## src/rtl/ms_collector_pkg.sv

```systemverilog
// Shared types and sizing helpers for the slave-input collector.
package ms_collector_pkg;

    typedef enum logic {
        IDLE    = 1'b0,
        COLLECT = 1'b1
    } state_e;

    function automatic int res_w(input int data_w, input int num_ch);
        return data_w + $clog2(num_ch);
    endfunction

endpackage

```

## src/rtl/ms_timeout_ctr.sv

```systemverilog
// Per-channel wait counter; expire is high in the last allowed wait cycle.
module ms_timeout_ctr #(
    parameter int TIMEOUT = 8
) (
    input  logic clk,
    input  logic rst,
    input  logic clr,
    input  logic inc,
    output logic expire
);

    generate
        if (TIMEOUT == 0) begin : g_off
            // Timeout disabled: the collector waits forever on each channel.
            logic unused;
            assign unused = clk ^ rst ^ clr ^ inc;
            assign expire = 1'b0;
        end else begin : g_on
            localparam int CW = (TIMEOUT > 1) ? $clog2(TIMEOUT) : 1;

            logic [CW-1:0] cnt_q;
            logic [CW-1:0] cnt_d;

            always_comb begin
                cnt_d = cnt_q;
                if (clr) begin
                    cnt_d = '0;
                end else if (inc) begin
                    cnt_d = cnt_q + CW'(1);
                end
            end

            always_ff @(posedge clk or posedge rst) begin
                if (rst) begin
                    cnt_q <= '0;
                end else begin
                    cnt_q <= cnt_d;
                end
            end

            assign expire = (cnt_q == CW'(TIMEOUT - 1));
        end
    endgenerate

endmodule

```

## src/rtl/ms_slave_collector.sv

```systemverilog
// Round-robin collector: sums one word per slave channel per round,
// skipping channels whose sync does not arrive in time.
module ms_slave_collector
    import ms_collector_pkg::*;
#(
    parameter  int NUM_CH  = 3,
    parameter  int DATA_W  = 32,
    parameter  int TIMEOUT = 8,
    localparam int RES_W   = res_w(DATA_W, NUM_CH),
    localparam int CHW     = $clog2(NUM_CH)
) (
    input  logic                     clk,
    input  logic                     rst,
    input  logic [NUM_CH*DATA_W-1:0] s_in,
    input  logic [NUM_CH-1:0]        s_in_sync,
    input  logic                     enable,
    output logic                     busy,
    output logic [CHW-1:0]           cur_ch,
    output logic [RES_W-1:0]         result,
    output logic                     result_valid,
    output logic [NUM_CH-1:0]        timeout_err
);

    state_e              state_q, state_d;
    logic [CHW-1:0]      ch_q, ch_d;
    logic [RES_W-1:0]    acc_q, acc_d;
    logic [NUM_CH-1:0]   err_q, err_d;
    logic [RES_W-1:0]    res_q, res_d;
    logic [NUM_CH-1:0]   terr_q, terr_d;
    logic                rv_q, rv_d;

    logic                tmo_clr;
    logic                tmo_inc;
    logic                tmo_exp;
    logic [DATA_W-1:0]   sel_w;
    logic [RES_W-1:0]    sel_x;
    logic [RES_W-1:0]    acc_n;
    logic [NUM_CH-1:0]   err_n;
    logic                adv;

    ms_timeout_ctr #(
        .TIMEOUT (TIMEOUT)
    ) u_tmo (
        .clk    (clk),
        .rst    (rst),
        .clr    (tmo_clr),
        .inc    (tmo_inc),
        .expire (tmo_exp)
    );

    assign sel_w = s_in[ch_q*DATA_W +: DATA_W];
    assign sel_x = {{(RES_W-DATA_W){sel_w[DATA_W-1]}}, sel_w};

    always_comb begin
        state_d = state_q;
        ch_d    = ch_q;
        acc_d   = acc_q;
        err_d   = err_q;
        res_d   = res_q;
        terr_d  = terr_q;
        rv_d    = 1'b0;
        tmo_clr = 1'b1;
        tmo_inc = 1'b0;
        acc_n   = acc_q;
        err_n   = err_q;
        adv     = 1'b0;

        unique case (state_q)
            IDLE: begin
                if (enable) begin
                    state_d = COLLECT;
                    ch_d    = '0;
                    acc_d   = '0;
                    err_d   = '0;
                end
            end
            COLLECT: begin
                if (s_in_sync[ch_q]) begin
                    acc_n = acc_q + sel_x;
                    adv   = 1'b1;
                end else if (tmo_exp) begin
                    err_n[ch_q] = 1'b1;
                    adv         = 1'b1;
                end else begin
                    tmo_clr = 1'b0;
                    tmo_inc = 1'b1;
                end

                if (adv) begin
                    if (ch_q == CHW'(NUM_CH - 1)) begin
                        // Round end publishes the totals and restarts or parks.
                        res_d   = acc_n;
                        terr_d  = err_n;
                        rv_d    = 1'b1;
                        ch_d    = '0;
                        acc_d   = '0;
                        err_d   = '0;
                        state_d = enable ? COLLECT : IDLE;
                    end else begin
                        ch_d  = ch_q + CHW'(1);
                        acc_d = acc_n;
                        err_d = err_n;
                    end
                end
            end
            default: begin
                state_d = IDLE;
            end
        endcase
    end

    always_ff @(posedge clk or posedge rst) begin
        if (rst) begin
            state_q <= IDLE;
            ch_q    <= '0;
            acc_q   <= '0;
            err_q   <= '0;
            res_q   <= '0;
            terr_q  <= '0;
            rv_q    <= 1'b0;
        end else begin
            state_q <= state_d;
            ch_q    <= ch_d;
            acc_q   <= acc_d;
            err_q   <= err_d;
            res_q   <= res_d;
            terr_q  <= terr_d;
            rv_q    <= rv_d;
        end
    end

    assign busy         = (state_q == COLLECT);
    assign cur_ch       = ch_q;
    assign result       = res_q;
    assign result_valid = rv_q;
    assign timeout_err  = terr_q;

endmodule

```

## config.mk

```make
export PLATFORM = sky130hd
export DESIGN_NAME = ms_slave_collector
export DESIGN_NICKNAME = d
export VERILOG_FILES = /design/src/rtl/ms_collector_pkg.sv /design/src/rtl/ms_timeout_ctr.sv /design/src/rtl/ms_slave_collector.sv
export SDC_FILE = /design/constraint.sdc
export NUM_CORES = 1
export LEC_CHECK = 0
export ABC_AREA = 1
export ABC_CLOCK_PERIOD_IN_PS = 2700
export CAP_MARGIN = 20
export CORE_MARGIN = 2
export CORE_UTILIZATION = 45
export DETAILED_ROUTE_END_ITERATION = 16
export PLACE_DENSITY_LB_ADDON = 0.05
export SETUP_SLACK_MARGIN = 0.5
export SYNTH_ARGS = -nofsm -noshare
export SYNTH_HDL_FRONTEND = slang
export SYNTH_HIERARCHICAL = 1
export SYNTH_SLANG_ARGS = --single-unit
```

## constraint.sdc

```tcl
create_clock -name clk -period 2.7 [get_ports clk]
set_clock_uncertainty 0.15 [all_clocks]
set_input_delay 0.675 -clock clk [delete_from_list [all_inputs] [get_ports clk]]
set_output_delay 0.675 -clock clk [all_outputs]
set_load 0.005 [all_outputs]
```

* After elaboration in Yosys (flattened, before gate mapping)
Cells that the tools add are included.
Widths: inputs -> output; s select.
** Operators by class
- Reductions and logical operators :: 4
- Mux-type cells :: 35
- Equal/unequal tests :: 4
- Add/sub/neg operators :: 3
- Order comparisons :: 2
- Shifts and indexed selects :: 1
- Bitwise gates (word level) :: 2
** Operators with widths (count)
- $mux 34 :: 4
- $shiftx 96x8->32 :: 1
- $pmux 34 s2 :: 1
- $add 34x34->34 :: 1
- $mux 3 :: 7
- $mux 1 :: 15
- $mux 2 :: 3
- $pmux 3 s2 :: 1
- $pmux 2 s2 :: 1
- $add 3x1->3 const B :: 1
- $eq 3x3->1 const B :: 1
- $lt 2x3->1 const B :: 1
- $or 3x3->3 :: 1
- $reduce_and 3->1 :: 1
- $add 2x1->2 const B :: 1
- $bmux 1 s2 :: 1
- $demux 1 s2 :: 1
- $eq 2x2->1 const B :: 1
- $ge 2x1->1 const B :: 1
- $ne 2x1->1 const B :: 1
- $ne 2x2->1 const B :: 1
- $pmux 1 s2 :: 1
- $reduce_and 2->1 :: 1
- $reduce_bool 2->1 :: 1
- other kinds (2) :: 2
** Word-level totals
- Output and inout bits :: 41
- Register bits after elaboration :: 81
- Word-level logic and storage cells :: 59
- Bits of input ports :: 102

* Depth between registers and ports, before layout
Gate-level depths: netlist of run 1.
- Word-level depth :: 10
- Depth in mapped cells :: 21

* Modules after synthesis
Netlist of run 1, hierarchy kept.
** By module, submodules not included
- ms_slave_collector :: seq. area each 1951.9 µm², area each 6192.2 µm², instances 1, cells an instance 979
- ms_timeout_ctr :: seq. area each 75.1 µm², area each 155.1 µm², instances 1, cells an instance 18

* Worst setup path after synthesis of run 1
No wires, ideal clock.
- Path kind :: flip-flop to flip-flop
- From :: reg ch_q[0], in the netlist cur_ch[0]
- To :: reg acc_q[28]
- Arrival time :: 2.613 ns
- Path slack :: -0.180 ns
- Stages on the path, launching flop included :: 21
- Buffers on the path :: 1
- Library setup time :: 0.117 ns
- Clock period less this slack :: 2.880 ns
- Required time :: 2.433 ns
- Path through :: dfrtp_1 inv_1 nor2_2 clkbuf_1 nand2_1 nand3_1 ha_1 inv_1 fa_1 inv_1 nand3_1 nand2_1 nand2_1 nand2_1 nand2_1 nand2_1 nand3_1 nand3_1 nand3_1 nand3_1 nand2_1
** Between the ends
- Word-level cells in the longest chain between the ends :: 6
** Ends and longest elaborated chain
- start, declared :: line ms_slave_collector.sv:25 : logic [CHW-1:0] ch_q, ch_d;
- start signal, assigned :: line ms_slave_collector.sv:123 : ch_q <= ch_d;
- $shiftx 96x8->32 or $bmux 1 s2 (tied branches) :: line ms_slave_collector.sv:51, ms_slave_collector.sv:78
- $add 34x34->34 or $mux 1 (tied branches) :: line ms_slave_collector.sv:79, ms_slave_collector.sv:78
- $mux 34 or $mux 1 (tied branches) :: line ms_slave_collector.sv:78 : if (s_in_sync[ch_q]) begin
- $mux 34 or $mux 1 (tied branches) :: line ms_slave_collector.sv:90, ms_slave_collector.sv:68
- $mux 34 or $ne 2x1->1 (tied branches)
- $pmux 34 s2 or $reduce_and 2->1 (tied branches)
- end signal, assigned :: line ms_slave_collector.sv:116 : acc_q <= '0;
- end signal, assigned :: line ms_slave_collector.sv:124 : acc_q <= acc_d;
- end, declared :: line ms_slave_collector.sv:26 : logic [RES_W-1:0] acc_q, acc_d;
Several ways; a longest one is shown, not always the timed one. The select of a mux whose other input is x is not followed.
A chain may end at the register's enable or synchronous reset.

* Worst setup path after layout of run 1
- From :: in s_in[1]
- To :: reg res_q[18], in the netlist result[18]
** Between the ends
- Word-level cells in the longest chain between the ends :: 3
** Ends and longest elaborated chain
- start, declared :: line ms_slave_collector.sv:14 : input logic [NUM_CH*DATA_W-1:0] s_in,
- $shiftx 96x8->32 :: line ms_slave_collector.sv:51 : assign sel_w = s_in[ch_q*DATA_W +: DATA_W];
- $add 34x34->34 :: line ms_slave_collector.sv:79 : acc_n = acc_q + sel_x;
- $mux 34 :: line ms_slave_collector.sv:78
- end signal, assigned :: line ms_slave_collector.sv:126 : res_q <= res_d;
- end, declared :: line ms_slave_collector.sv:28 : logic [RES_W-1:0] res_q, res_d;
No other way between the ends.

==> results of run 1 <==
==> cell families after synthesis <==
group / Yosys count / synth area share
DFF: 81 / 0.319
adders and majority gates: 36 / 0.0721
and+or+nand+nor: 605 / 0.395
xor gates and xnor gates: 16 / 0.0221
AOI/OAI and AO/OA: 110 / 0.0986
buffers and inverters: 149 / 0.0928
==> timing repair <==
| action | in CTS | in global routing |
|---|---|---|
| cloned | 0 | 3 |
| pin swaps | 44 | 78 |
| buffers inserted | 12 | 10 |
| resized for setup | 165 | 156 |
| setup endpoints to repair | 74 | 80 |
==> sequential cells by signal (all words and copies together) (netlist names) <==
name,flops
acc_q,34
result,34
err_q,3
timeout_err,3
u_tmo/g_on.cnt_q,3
cur_ch,2
busy,1
result_valid,1
==> power by group through the flow <==
stage	sequential (uW)	combinational (uW)	clock, uW
2_1_floorplan	2060	5330	0
3_3_place_gp	2220	8820	0
3_5_place_dp	2210	8870	0
4_1_cts	2310	10700	1270
5_1_grt	2370	13600	1330
6_report	2330	12700	1260
==> cells in the final DEF (no fill, tap or decap), types with 28 or more instances in the layout <==
cell type / count
nand2_1: 322
clkdlybuf4s50_1: 138
inv_1: 99
buf_4: 83
dfrtp_1: 79
nand3_1: 60
nand3_2: 52
nand2_2: 49
nor2_1: 31
ha_4: 28
==> layer usage <==
| metal | global-route usage | up-vias |
|---|---|---|
| li1 | - | 3650 |
| met1 | 0.461 | 3663 |
| met2 | 0.450 | 323 |
| met3 | 0.0409 | 37 |
| met4 | 0.0647 | 0 |
| met5 | 0 | - |
==> worst paths after layout <==
check                                  startpoint                              end  slack (ns)  cells after the start
setup / recovery                          s_in[1]           result[18]$_DFFE_PP0P_       -0.17                     17
hold / removal             result[27]$_DFFE_PP0P_           result[27]$_DFFE_PP0P_        0.34                      2
setup reg to reg            cur_ch[0]$_DFFE_PP0P_           result[28]$_DFFE_PP0P_       -0.17                     20
hold reg to reg            result[27]$_DFFE_PP0P_           result[27]$_DFFE_PP0P_        0.34                      2
max in group asynchronous                     rst           result[21]$_DFFE_PP0P_        1.16                      3
min in group asynchronous                     rst  u_tmo/g_on.cnt_q[2]$_DFFE_PP0P_        0.44                      2
==> cells in the mapped netlist, types with 10 or more instances <==
cell type  count
nand2_1      395
o21ai_0       34
o21ai_1       10
buf_2         15
ha_1          35
inv_1        117
nor2_1        53
clkbuf_1      12
xnor2_1       10
a21oi_1       34
dfrtp_1       81
or2_2         17
nand3_1      122
==> worst min-delay path: stages (launching register included) <==
cell and delay (ns):
dfrtp_1 0.34, nand2_1 0.05, nand2_1 0.06
==> metrics by stage <==
step | area (sq um) | TNS, ns
floorplan | 6490 | 0
global placement | 8740 | -22.12
detailed placement | 8740 | -23.37
CTS | 10000 | -0.288
finish | 10800 | -4.00
global route | 10800 | -10.67
==> layout make-up <==
cell class / count / area, sq um
clock buffers: 14 / 274
clock inverters: 2 / 35.0
fillers: 958 / 3030
inverters: 120 / 457
multi-input cells: 767 / 5300
flip-flops and latches: 81 / 2030
well taps: 180 / 225
repair buffers: 250 / 2480
==> reports/results.tsv, run 1 <==
stage	metric	value	unit
clock_network	h-tree-depth	3	
placement	place_inst	1373	
synthesis	synth_area_leader_cell	dfrtp_1	
synthesis	synth_edf_count	0	
pwr	power_frac_seq	0.144	
route	wl_met1	11000	um
pwr	p_sw	7930	uW
final_layout	drive_above_1_share	0.338	
timing	finalHoldViolCount	0	
route	wl_met3	1950	um
synthesis	synth_cell_types	32	
pwr	p_leak	0.00527	uW
clock_network	clock_latency	0.33	ns
die	dieHeight	123	um
timing	worst_slew_pin_slew	0.450	ns
pwr	pwr-share-comb	0.779	
worst_setup_path	cp-end-kind	flip-flop	
synthesis	ys.flop_type	dfrtp_1	
route	ant_nets	0	
route	drtIter0Drc	623	
clock_network	clock-sinks	81	
timing	whs	0.337	ns
timing	maxClockFrequency	348	MHz
final_layout	diodes	0	
pwr	finalPower	16200	uW
grt	grt_max_degree	53	
synthesis	ys_async_sr_fraction	1.00	
worst_setup_path	crit_buf_inv	4	
job	cap_violations	0	
die	die_area	15100	sq um
grt	grt_pass1_wl	34900	um
timing	fin_crit_sh	1.06	
route	vias	7673	
synthesis	yosys_warnings	6	
run_status	violations	negative setup slack	
timing	fin_crit	2.87	ns
final_layout	stdcell_count	1414	
die	io_pins	143	
timing	rsz0062_at_grt	yes	
timing	setup_ws	-0.175	ns
synthesis	yosysTopAreaCellShare	0.319	
worst_setup_path	crit_slowest_cell	clkdlybuf4s50_1	
run_status	status	finished, violations left	
worst_setup_path	required	2.77	ns
worst_setup_path	cp_top_family	simple AND/OR/NAND/NOR gates	
pwr	ir_drop	0.895	mV
pwr	clockPowerShare	0.077	
worst_setup_path	critical_path_arrival	2.95	ns
grt	grt_pass1_vias	6782	
placement	dp_hpwl	16600	um
clock_network	clk_pin_slew_worst_paths	0.06	ns
final_layout	nets	1367	
worst_setup_path	critPathMaxFanout	3	
worst_setup_path	criticalPathCategory	in -> reg	
min_path	min_path_type	reg -> reg	
worst_setup_path	crit_path_start_kind	primary input	
synthesis	syn_area	6350	sq um
synthesis	synthCells	997	
pwr	internal_power	8310	uW
pwr	netSwitchingFraction	0.488	
worst_setup_path	slowest_delay	0.44	ns
clock_network	ctsRootBufferMaster	clkbuf_16	
timing	relSlewSlack	0.697	
clock_network	clk_path_buf_depth	2	
grt	grt_overflow_total	0	
synthesis	syn_area_per_cell	6.37	sq um
route	dr.pass1.iters	5	
route	routedWlPerCell	17.1	um
die	start_util	0.459	
clock_network	cts_hold_buf	0	
clock_network	numCtsBuffers	9	
worst_setup_path	path_cells	clkdlybuf4s50_1 -> a221oi_4 -> buf_4 -> fa_2 -> inv_2 -> nand3_2 -> nand2_2 -> nand2_2 -> nand2_4 -> nand2_2 -> nand2_4 -> nand2_2 -> inv_1 -> o21bai_1 -> nand3_2 -> nand3_2 -> nand2_1	
placement	place.gp.congestion	0.985	
route	vias_per_cell	5.43	
synthesis	syn_nets	1135	
final_layout	area_delta_synth_final	70.1	%
placement	numPortBuffers	142	
grt	antenna_found_initial	0	
route	maxUsedRoutingLayer	met4	
pwr	powerDensity	1500	nW/um^2
timing	setup_violations	52	
grt	grt.total_usage	0.301	
synthesis	synth_seq_cells	81	
final_layout	utilization	0.781	
synthesis	ys_seq_area_frac	0.319	
timing	slew_viol_final	0	
route	drc_errors	0	
synthesis	synth.area.top_cells	dfrtp_1 (32%), nand2_1 (23%), nand3_1 (9.6%)	
route	wl_met2	10900	um
die	rows	43	
die	fp.coreArea	13800	sq um
die	die_w	123	um
route	finalWirelength	24200	um
clock_network	cts_tree	done	
worst_setup_path	cpMostUsedCell	nand2_2	
placement	dp_slack	-0.494	ns
Power figures use the tool's default switching activity.
==> run 2, diff against run 1 <==
--- a/config.mk
+++ b/config.mk
@@ -11,6 +11,7 @@
 export CORE_MARGIN = 2
 export CORE_UTILIZATION = 45
 export DETAILED_ROUTE_END_ITERATION = 16
+export GPL_ROUTABILITY_DRIVEN = 1
 export PLACE_DENSITY_LB_ADDON = 0.05
 export SETUP_SLACK_MARGIN = 0.5
 export SYNTH_ARGS = -nofsm -noshare
==> results of run 2 <==
Final layout, timing and power as in run 1 (identical DEF).
==> run 3, diff against run 2 <==
--- a/config.mk
+++ b/config.mk
@@ -6,8 +6,9 @@
 export NUM_CORES = 1
 export LEC_CHECK = 0
 export ABC_AREA = 1
-export ABC_CLOCK_PERIOD_IN_PS = 2700
+export ABC_CLOCK_PERIOD_IN_PS = 2400
 export CAP_MARGIN = 20
+export CORE_ASPECT_RATIO = 1.2
 export CORE_MARGIN = 2
 export CORE_UTILIZATION = 45
 export DETAILED_ROUTE_END_ITERATION = 16
==> constraint.sdc (replaced) <==
create_clock -name clk -period 2.4 [get_ports clk]
set_clock_uncertainty 0.15 [all_clocks]
set_input_delay 0.6 -clock clk [delete_from_list [all_inputs] [get_ports clk]]
set_output_delay 0.6 -clock clk [all_outputs]
set_load 0.005 [all_outputs]
==> run 3 against run 2 <==
  * The run still ends with negative setup slack left
  * Core utilization fell by 1.3 points
  * First-iteration DRC count fell by 28%
  * Non-clock buffer count rose by 13
  * Register-to-register slack got worse by 0.26 ns
  * Routed wire length fell by 3.2%
  * Flip-flop and latch count did not move
==> reports/results.tsv, run 3 (same netlist as run 1, synthesis figures left out) <==
stage	metric	value	unit	change
grt	grt_max_degree	79		+49%
clock_network	cts_tree	done		
final_layout	utilization	0.768		-0.0128
pwr	netSwitchingFraction	0.486		-0.00279
final_layout	final_common_cell	nand2_1		
worst_setup_path	critPathMaxFanout	8		+5
timing	maxClockFrequency	353	MHz	
timing	worst_slew_pin_slew	0.464	ns	+0.0138 ns
pwr	p_sw	8340	uW	+5.2%
route	vias_per_cell	5.34		-1.6%
timing	slew_viol_final	0		unchanged
worst_setup_path	critical_path_arrival	2.92	ns	-0.03 ns
worst_setup_path	cp-end-kind	flip-flop		
timing	finalHoldViolCount	0		unchanged
worst_setup_path	criticalPathCategory	reg -> reg		
route	wl_met3	1090	um	-44%
grt	grt_overflow_total	0		unchanged
pwr	powerDensity	1620	nW/um^2	+7.6%
clock_network	ctsRootBufferMaster	clkbuf_16		
clock_network	clock-sinks	81		unchanged
timing	fin_crit_sh	1.18		
worst_setup_path	reg2reg_from	cur_ch[1]$_DFFE_PP0P_		
worst_setup_path	slowest_delay	0.47	ns	+0.03 ns
clock_network	clk_path_buf_depth	2		unchanged
route	drtIter0Drc	446		-28%
route	routedWlPerCell	16.5	um	-3.5%
timing	rsz0062_at_grt	yes		
timing	setup_ws	-0.435	ns	-0.260 ns
route	ant_nets	0		unchanged
die	fp.coreArea	13800	sq um	about the same
route	dr.pass1.iters	5		unchanged
timing	relSlewSlack	0.691		-0.00603
route	vias	7573		-1.3%
worst_setup_path	cp_top_family	simple AND/OR/NAND/NOR gates		
route	wl_met1	9620	um	-13%
die	dieHeight	134	um	+9.2%
timing	fin_setup_tns	-20.11	ns	-16.12 ns
pwr	ir_drop	0.771	mV	-14%
placement	dp_hpwl	15600	um	-6.4%
worst_setup_path	reg2reg_to	result[19]$_DFFE_PP0P_		
die	die_area	15100	sq um	about the same
pwr	pwr-share-comb	0.767		-0.012
pwr	power_frac_seq	0.147		+0.003
clock_network	clock_latency	0.36	ns	+0.03 ns
worst_setup_path	path_cells	inv_2 -> nor2_4 -> buf_12 -> buf_4 -> nand2_2 -> nand3_2 -> ha_4 -> buf_4 -> nand2_1 -> nor2_2 -> buf_4 -> nand3_2 -> nand3_4 -> nand2_2 -> nand3_2 -> nand3_2 -> o211ai_1 -> nand2_1		
die	rows	47		+9.3%
min_path	hold_depth	2		unchanged
final_layout	area_delta_synth_final	67.3	%	
min_path	hold_start	result[14]$_DFFE_PP0P_		
final_layout	final_cell_mix	nand2_1 (333), inv_1 (107), clkdlybuf4s50_1 (101)		
worst_setup_path	crit_buf_inv	5		+1
final_layout	diodes	0		unchanged
clock_network	h-tree-depth	3		unchanged
clock_network	numCtsBuffers	9		unchanged
grt	antenna_found_initial	0		unchanged
worst_setup_path	r2r_setup_slack	-0.43	ns	-0.26 ns
min_path	min_to	result[14]$_DFFE_PP0P_		
run_status	status	finished, violations left		
pwr	p_leak	0.00531	uW	+0.75%
timing	setup_violations	64		+23%
final_layout	drive_above_1_share	0.318		-0.0196
route	maxUsedRoutingLayer	met4		
pwr	clockPowerShare	0.087		+0.010
die	die_w	112	um	-8.4%
placement	place.gp.congestion	0.926		-5.9%
grt	grt_pass1_vias	7684		+13%
grt	grt_pass1_wl	37500	um	+7.6%
final_layout	nets	1380		+0.95%
clock_network	clk_pin_slew_worst_paths	0.07	ns	about the same
grt	grt.total_usage	0.310		+0.00898
worst_setup_path	path_depth	18		+1
route	finalWirelength	23400	um	-3.2%
route	drc_errors	0		unchanged
route	wl_met2	11900	um	+9.0%
worst_setup_path	cpMostUsedCell	nand3_2		
worst_setup_path	rr_worst_depth	18		-10%
die	io_pins	143		unchanged
die	start_util	0.459		about the same
placement	numPortBuffers	142		unchanged
min_path	min_path_type	reg -> reg		
run_status	violations	negative setup slack		
timing	fin_crit	2.83	ns	
worst_setup_path	crit_path_start_kind	flip-flop		
job	cap_violations	0		unchanged
pwr	internal_power	8840	uW	+6.3%
worst_setup_path	crit_slowest_cell	dfrtp_2		
worst_setup_path	required	2.49	ns	-0.28 ns
run 3: cell count changes in the layout (fill, tap and decap cells not counted), moves of 5 or more:
cell	previous run	this run
buf_4	83	90
buf_6	8	13
inv_1	99	107
dlygate4sd2_1	3	40
nand3_4	10	5
clkdlybuf4s50_1	138	101
nand2_4	25	19
a21oi_1	7	13
nand2_1	322	333
inv_2	19	11
a21oi_4	9	1
run 3: worst max path at each step:
stage                                      from                endpoint  slack [ns]
after floorplan           cur_ch[0]$_DFFE_PP0P_   acc_q[30]$_DFFE_PP0P_       -0.17
after global placement                 s_in[65]  result[19]$_DFFE_PP0P_       -0.74
after detailed placement               s_in[65]  result[19]$_DFFE_PP0P_       -0.78
after CTS                 cur_ch[1]$_DFFE_PP0P_  result[16]$_DFFE_PP0P_       -0.39
after global routing      cur_ch[1]$_DFFE_PP0P_  result[23]$_DFFE_PP0P_       -0.59
final                     cur_ch[1]$_DFFE_PP0P_  result[19]$_DFFE_PP0P_       -0.43
run 3: final cells by class:
class | instances | area (sq um)
Multi-Input combinational cell | 767 | 5050
Fill cell | 1030 | 3200
Timing Repair Buffer | 263 | 2560
Sequential cell | 81 | 2030
Inverter | 120 | 459
Clock buffer | 10 | 229
Tap cell | 171 | 214
Clock inverter | 6 | 75.1
run 3: stage by stage:
| step | total power [uW] | instances | area [sq um] | setup WS, ns | hold WS, ns |
|---|---|---|---|---|---|
| detailed placement | 12100 | 1369 | 8690 | -0.776 | 0.314 |
| floorplan | 8250 | 997 | 6450 | -0.169 | 0.204 |
| global placement | 12000 | 1369 | 8690 | -0.737 | 0.309 |
| global route | 18400 | 1418 | 10600 | -0.587 | 0.345 |
| finish | 17200 | 1418 | 10600 | -0.435 | 0.319 |
| CTS | 16400 | 1415 | 10400 | -0.394 | 0.323 |
run 3: worst min-delay path, stage by stage, from the launching register on:
cell and delay (ns):
dfrtp_1 0.34, nand2_1 0.05, nand2_1 0.04
run 3: what timing repair did:
item | 4_1_cts | 5_1_grt
cloned | 2 | 0
endpoints found under the setup margin | 122 | 82
resized for setup | 281 | 50
pin swaps | 55 | 40
hold buffers | 0 | 0
setup buffers | 28 | 3
run 3: layer usage:
metal / GRT usage / vias up
li1: - / 3678
met1: 0.372 / 3576
met2: 0.552 / 250
met3: 0.0402 / 69
met4: 0.141 / 0
met5: 0 / -
run 3: power groups by stage:
stage	combinational, uW	sequential [uW]	clock [uW]
3_3_place_gp	9600	2410	0
2_1_floorplan	5930	2320	0
5_1_grt	14300	2590	1540
6_report	13200	2520	1490
3_5_place_dp	9720	2410	0
4_1_cts	12400	2510	1480
